$ cat config.mk
export PLATFORM = sky130hd
export DESIGN_NAME = leaf_instr_loader
export DESIGN_NICKNAME = d
export VERILOG_FILES = /design/src/rtl/leaf_instr_loader.sv
export SDC_FILE = /design/constraint.sdc
export NUM_CORES = 1
export LEC_CHECK = 0
export ABC_AREA = 1
export BUFFER_PORTS_ARGS = -buffer_cell sky130_fd_sc_hd__buf_2
export CORE_MARGIN = 2
export CORE_UTILIZATION = 50
export DETAILED_ROUTE_END_ITERATION = 7
export PLACE_DENSITY = 0.72
export SLEW_MARGIN = 25
export SYNTH_ARGS = -nofsm -noshare
export SYNTH_HDL_FRONTEND = slang
export SYNTH_SLANG_ARGS = --single-unit
export TNS_END_PERCENT = 100
$ cat constraint.sdc
create_clock -name clk -period 3.9 [get_ports clk]
set_input_delay 0.195 -clock clk [delete_from_list [all_inputs] [get_ports clk]]
set_output_delay 0.195 -clock clk [all_outputs]
set_load 0.05 [all_outputs]
$ cat src/rtl/leaf_instr_loader.sv
// Streams an instruction image into one BFT leaf as addressed byte packets,
// then sends the ap_start command packet and pulses done.
module leaf_instr_loader #(
    parameter int PACKET_BITS   = 49,
    parameter int PAYLOAD_BITS  = 32,
    parameter int NUM_LEAF_BITS = 3,
    parameter int NUM_PORT_BITS = 4
) (
    input  logic                     clk,
    input  logic                     reset,
    input  logic                     start,
    input  logic [NUM_LEAF_BITS-1:0] dest_leaf,
    input  logic [23:0]              num_bytes,
    input  logic [7:0]               din_byte,
    input  logic                     vld_byte,
    output logic                     ack_byte,
    output logic [PACKET_BITS-1:0]   dout_loader2bft,
    input  logic                     resend,
    output logic                     busy,
    output logic                     done
);

    typedef enum logic [1:0] {IDLE, LOAD, SEND_START, FINISH} state_t;

    state_t                   r_state;
    state_t                   w_state_nxt;
    logic [NUM_LEAF_BITS-1:0] r_leaf;
    logic [NUM_LEAF_BITS-1:0] w_leaf_nxt;
    logic [23:0]              r_num_bytes;
    logic [23:0]              w_num_bytes_nxt;
    logic [23:0]              r_addr;
    logic [23:0]              w_addr_nxt;
    logic                     r_start_sent;
    logic                     w_start_sent_nxt;
    logic [PACKET_BITS-1:0]   r_dout;
    logic [PACKET_BITS-1:0]   w_dout_nxt;
    logic                     w_ack;

    function automatic logic [PACKET_BITS-1:0] f_pack(
        input logic [NUM_LEAF_BITS-1:0] leaf,
        input logic [NUM_PORT_BITS-1:0] port,
        input logic [PAYLOAD_BITS-1:0]  payload
    );
        logic [PACKET_BITS-1:0] pkt;
        pkt = {PACKET_BITS{1'b0}};
        pkt[PACKET_BITS-1] = 1'b1;
        pkt[PACKET_BITS-2 -: NUM_LEAF_BITS] = leaf;
        pkt[PACKET_BITS-2-NUM_LEAF_BITS -: NUM_PORT_BITS] = port;
        pkt[PAYLOAD_BITS-1:0] = payload;
        return pkt;
    endfunction

    // Next-state and datapath; resend freezes everything, including the packet on the bus
    always_comb begin
        w_state_nxt      = r_state;
        w_leaf_nxt       = r_leaf;
        w_num_bytes_nxt  = r_num_bytes;
        w_addr_nxt       = r_addr;
        w_start_sent_nxt = r_start_sent;
        w_dout_nxt       = r_dout;
        w_ack            = 1'b0;
        if (!resend) begin
            case (r_state)
                IDLE: begin
                    w_dout_nxt = {PACKET_BITS{1'b0}};
                    if (start) begin
                        w_leaf_nxt       = dest_leaf;
                        w_num_bytes_nxt  = num_bytes;
                        w_addr_nxt       = 24'd0;
                        w_start_sent_nxt = 1'b0;
                        w_state_nxt      = (num_bytes == 24'd0) ? SEND_START : LOAD;
                    end else begin
                        w_state_nxt = IDLE;
                    end
                end
                LOAD: begin
                    if (vld_byte) begin
                        w_ack      = 1'b1;
                        w_dout_nxt = f_pack(r_leaf, NUM_PORT_BITS'(1),
                                            PAYLOAD_BITS'({din_byte, r_addr}));
                        // The last byte does not advance addr, so 24'hFFFFFF never wraps
                        if (r_addr == r_num_bytes - 24'd1) begin
                            w_state_nxt = SEND_START;
                        end else begin
                            w_addr_nxt = r_addr + 24'd1;
                        end
                    end else begin
                        w_dout_nxt = {PACKET_BITS{1'b0}};
                    end
                end
                SEND_START: begin
                    if (r_start_sent) begin
                        w_dout_nxt  = {PACKET_BITS{1'b0}};
                        w_state_nxt = FINISH;
                    end else begin
                        w_dout_nxt       = f_pack(r_leaf, NUM_PORT_BITS'(0), PAYLOAD_BITS'(32'h0000_0001));
                        w_start_sent_nxt = 1'b1;
                    end
                end
                FINISH: begin
                    w_dout_nxt  = {PACKET_BITS{1'b0}};
                    w_state_nxt = IDLE;
                end
                default: begin
                    w_dout_nxt  = {PACKET_BITS{1'b0}};
                    w_state_nxt = IDLE;
                end
            endcase
        end else begin
            w_ack = 1'b0;
        end
    end

    // State and datapath registers with synchronous reset
    always_ff @(posedge clk) begin
        if (reset) begin
            r_state      <= IDLE;
            r_leaf       <= {NUM_LEAF_BITS{1'b0}};
            r_num_bytes  <= 24'd0;
            r_addr       <= 24'd0;
            r_start_sent <= 1'b0;
            r_dout       <= {PACKET_BITS{1'b0}};
        end else begin
            r_state      <= w_state_nxt;
            r_leaf       <= w_leaf_nxt;
            r_num_bytes  <= w_num_bytes_nxt;
            r_addr       <= w_addr_nxt;
            r_start_sent <= w_start_sent_nxt;
            r_dout       <= w_dout_nxt;
        end
    end

    assign dout_loader2bft = r_dout;
    assign ack_byte        = w_ack & ~reset;
    assign busy            = (r_state != IDLE) & ~reset;
    // A frozen FINISH cycle must not stretch the done pulse
    assign done            = (r_state == FINISH) & ~resend & ~reset;

endmodule

==> summary.md <==
The most common cell after layout, fill and taps aside was nand2_1. Along the worst hold path, the cell count comes to 2. After synthesis the netlist holds a flip-flop and latch count of 91. For this design the static power due to leakage is 2.501 nW.

Measured along the y axis, the die boundary spans 108.1 um. Total routing usage reported by global routing: 25.85%. Synthesis produced a netlist whose cell count is 767.

For met1 alone, demand over resource in global routing was 35.32%. The wire length of the first global-routing pass is 23410 um. The final setup violation count is 0.

The initial core utilization is 50.64%, and the floorplan core area is 0.01070 sq mm. The source-to-sink clock delay at the later pin of the worst-skew pair is 380 ps. The final wirelength was 14380 um. The violation count after the first detailed-routing iteration came out at 275. Of the total power, the clock network draws 27.6%. The total via count after detailed routing was 5078; the fraction of power consumed by sequential logic was 44.2%. Detailed placement finished with a half-perimeter wire length of 10980 um.

For the final routed database, the setup TNS stands at 0 ps. The nature of the critical path endpoint is a flip-flop. Number of buffers created by CTS: 9. The floorplan has 38 rows.

The end-of-flow core utilization is 55.50%, and the number of cell instances on the worst register-to-register path is 7. The number of top-level design ports is 92. During placement, the flow inserted port buffers numbering 79. Post-CTS timing repair inserted 0 buffers for setup. The synthesized design contains 0 enable-type register cells.

The run gives 0 as the total global routing overflow. The clock tree synthesis step divided the H-tree into 3 levels. For the pin with the worst max-slew slack, the measured transition is 919.9 ps. After synthesis, the netlist uses 39 different library cells. The logs give 0 for the total DRC errors in the routed layout and 33.63% for the register area share after synthesis. Global routing used 42.50% of the available met2 tracks. The flow ran to the end, and the final reports show no timing, DRC or antenna violations. Max-slew headroom at the worst pin: 38.29%. Max-cap violations in this run came to 0.

The logs give 12.45 ps for the setup skew after layout and 21.95 ps for the final hold slack. The total power per unit cell area was 393.0 mW/mm^2; the pin count of the biggest net entering global routing was 43. The worst path in the final design needs a cycle of 3169 ps, including I/O delays and setup. The count of antenna-violating nets left after detailed routing was 0; the count of hold buffers inserted by post-cts repair was 0. Counting along the longest clock path gives a buffer depth of 2. Compared with the post-synthesis result, the final layout area differs by 9.584%. The die width works out to 108.1 um.

The tools report the count of endpoints failing hold in the final timing report as 0. In the routed layout, each cell is associated on average with a via count of 5.279. The internal power of the cells totals 0.001467 W.

The finished cells cover 0.005937 sq mm. 0 antenna diodes ended up in the layout. The floorplan die area was 0.01168 sq mm; the TritonCTS sink count was 91. Setup repair after global routing left no endpoint under its margin. For this run, global-route usage on met3 was measured as 4.099%. The critical path launch point type was a flip-flop. The peak fanout along the critical path works out to 41.

The most crowded layer after global routing was met2. The tools report the CTS root buffer as clkbuf_8. The run gives 28.2% as the combinational group share of total power.

The number of warnings issued by yosys was 0. The standard cell area after detailed placement was 0.005743 sq mm. The net load switching power was 0.0008662 W; the per-instance average area after synthesis was 7.063 sq um.

The mapped netlist covers 0.005418 sq mm. The number of antenna violations at the first check in global routing is 0. Timing would allow up to 0.3156 GHz. The share of total power consumed by net switching came out at 37.13%. After clock tree synthesis, the clock-pin slew on the worst setup and hold paths is 100 ps.

The post-synthesis async set-or-reset flop share is 0%. In the synthesized netlist the dominant register cell turns out to be dfxtp_1. The class of the tightest hold or removal check was primary input to flip-flop. For the data arrival time of the critical path, the log shows 3410 ps. Of the cells placed in the final design, the portion with a size suffix greater than 1 is 21.65%.

The average routed wire per standard cell was 14.95 um; the worst voltage drop across the vdd grid was 0.0002574 V. The required time at the worst-slack endpoint was 4140 ps. For the number of nets in the layout, the log shows 863. Of the available clock period, the critical path in the final layout requires 81.24%.

TritonCTS built the clock tree. The critical path class is flip-flop to flip-flop. The number of global-route vias before repair was 4747.

In the layout the commonest cells are nand2_1, nor2_1, dfxtp_1. For this run, the detailed router's first-pass iteration total came to 5. The number of max-slew violations in the final report was 0; the routability-driven placement congestion ratio was 0.9010. The number of gates resized after CTS was 0.
-- final cells by class --
cell class	instances	area [sq um]
fillers	1029	4761
multi-input cells	558	3043
flip-flops and latches	91	1822
repair buffers	83	425.4
inverters	74	277.8
well taps	140	175.2
clock buffers	11	131.4
clock inverters	5	62.56
-- registers in the layout, summed over array words and instances (netlist names) --
register / cells
dout_loader2bft: 37
r_addr: 24
r_num_bytes: 24
r_leaf: 3
r_state: 2
r_start_sent: 1
-- worst max-delay path, cell delays in order, from the launching register on --
cell	delay [ps]
dfxtp_1	350
inv_1	90
ha_1	280
nand2_1	100
nor2_1	640
clkinv_1	990
o21ai_0	500
a21oi_1	60
-- path summary, 6_finish.rpt --
kind	from	endpoint	slack (ps)
setup / recovery	r_state[0]	r_num_bytes[2]	730
hold reg to reg	dout_loader2bft[45]	dout_loader2bft[45]	470
setup reg to reg	r_state[0]	r_num_bytes[2]	730
hold / removal	din_byte[0]	dout_loader2bft[24]	20
-- routing by layer --
metal / vias up / wire [um]
met4: 0 / 193
met3: 16 / 701
met1: 2322 / 6976
met2: 158 / 6509
li1: 2582 / -
met5: - / 0
-- synth_stat cells, types with 4 or more instances --
| cell | number | area [sq um] |
|---|---|---|
| clkbuf_1 | 25 | 93.84 |
| dfxtp_1 | 91 | 1822 |
| nor4_1 | 10 | 62.56 |
| nor2_1 | 111 | 416.7 |
| inv_1 | 67 | 251.5 |
| nand3_1 | 40 | 200.2 |
| nor2_2 | 5 | 31.28 |
| nand3_2 | 20 | 200.2 |
| xor2_1 | 30 | 262.8 |
| nand2_2 | 24 | 150.1 |
| clkbuf_2 | 4 | 20.02 |
| a21oi_2 | 20 | 175.2 |
| nand2_1 | 134 | 503.0 |
| ha_1 | 6 | 75.07 |
| buf_4 | 12 | 90.09 |
| buf_2 | 9 | 45.04 |
| o21ai_1 | 6 | 30.03 |
| nor3_1 | 13 | 65.06 |
| inv_2 | 5 | 18.77 |
| o21ai_0 | 44 | 220.2 |
| xnor2_1 | 7 | 61.31 |
| a21oi_1 | 34 | 170.2 |
| nand4_1 | 10 | 62.56 |
| a32o_1 | 19 | 190.2 |
-- stage by stage --
| step | total power (W) | std cells | setup WS (ps) |
|---|---|---|---|
| floorplan | 0.001582 | 778 | 1905 |
| global placement | 0.001696 | 946 | 1181 |
| detailed placement | 0.001703 | 946 | 1139 |
| CTS | 0.002340 | 962 | 1038 |
| global route | 0.002481 | 962 | 395.3 |
| finish | 0.002333 | 962 | 731.5 |
-- power by group through the flow --
stage | combinational (W) | sequential (W) | clock [W]
6_report | 0.000658 | 0.00103 | 0.000645
5_1_grt | 0.000746 | 0.00104 | 0.000699
4_1_cts | 0.000656 | 0.00103 | 0.000656
3_5_place_dp | 0.000653 | 0.00105 | 0
3_3_place_gp | 0.000645 | 0.00105 | 0
2_1_floorplan | 0.000533 | 0.00105 | 0
-- cell families after synthesis --
kind of cell | synth area share, %
other | 0.06922
adders and majority gates | 1.386
xor gates and xnor gates | 5.982
buffers and inverters | 11.09
and+or+nand+nor | 32.82
AOI/OAI and AO/OA | 15.03
DFF | 33.63
(Power assumes the default switching activity.)
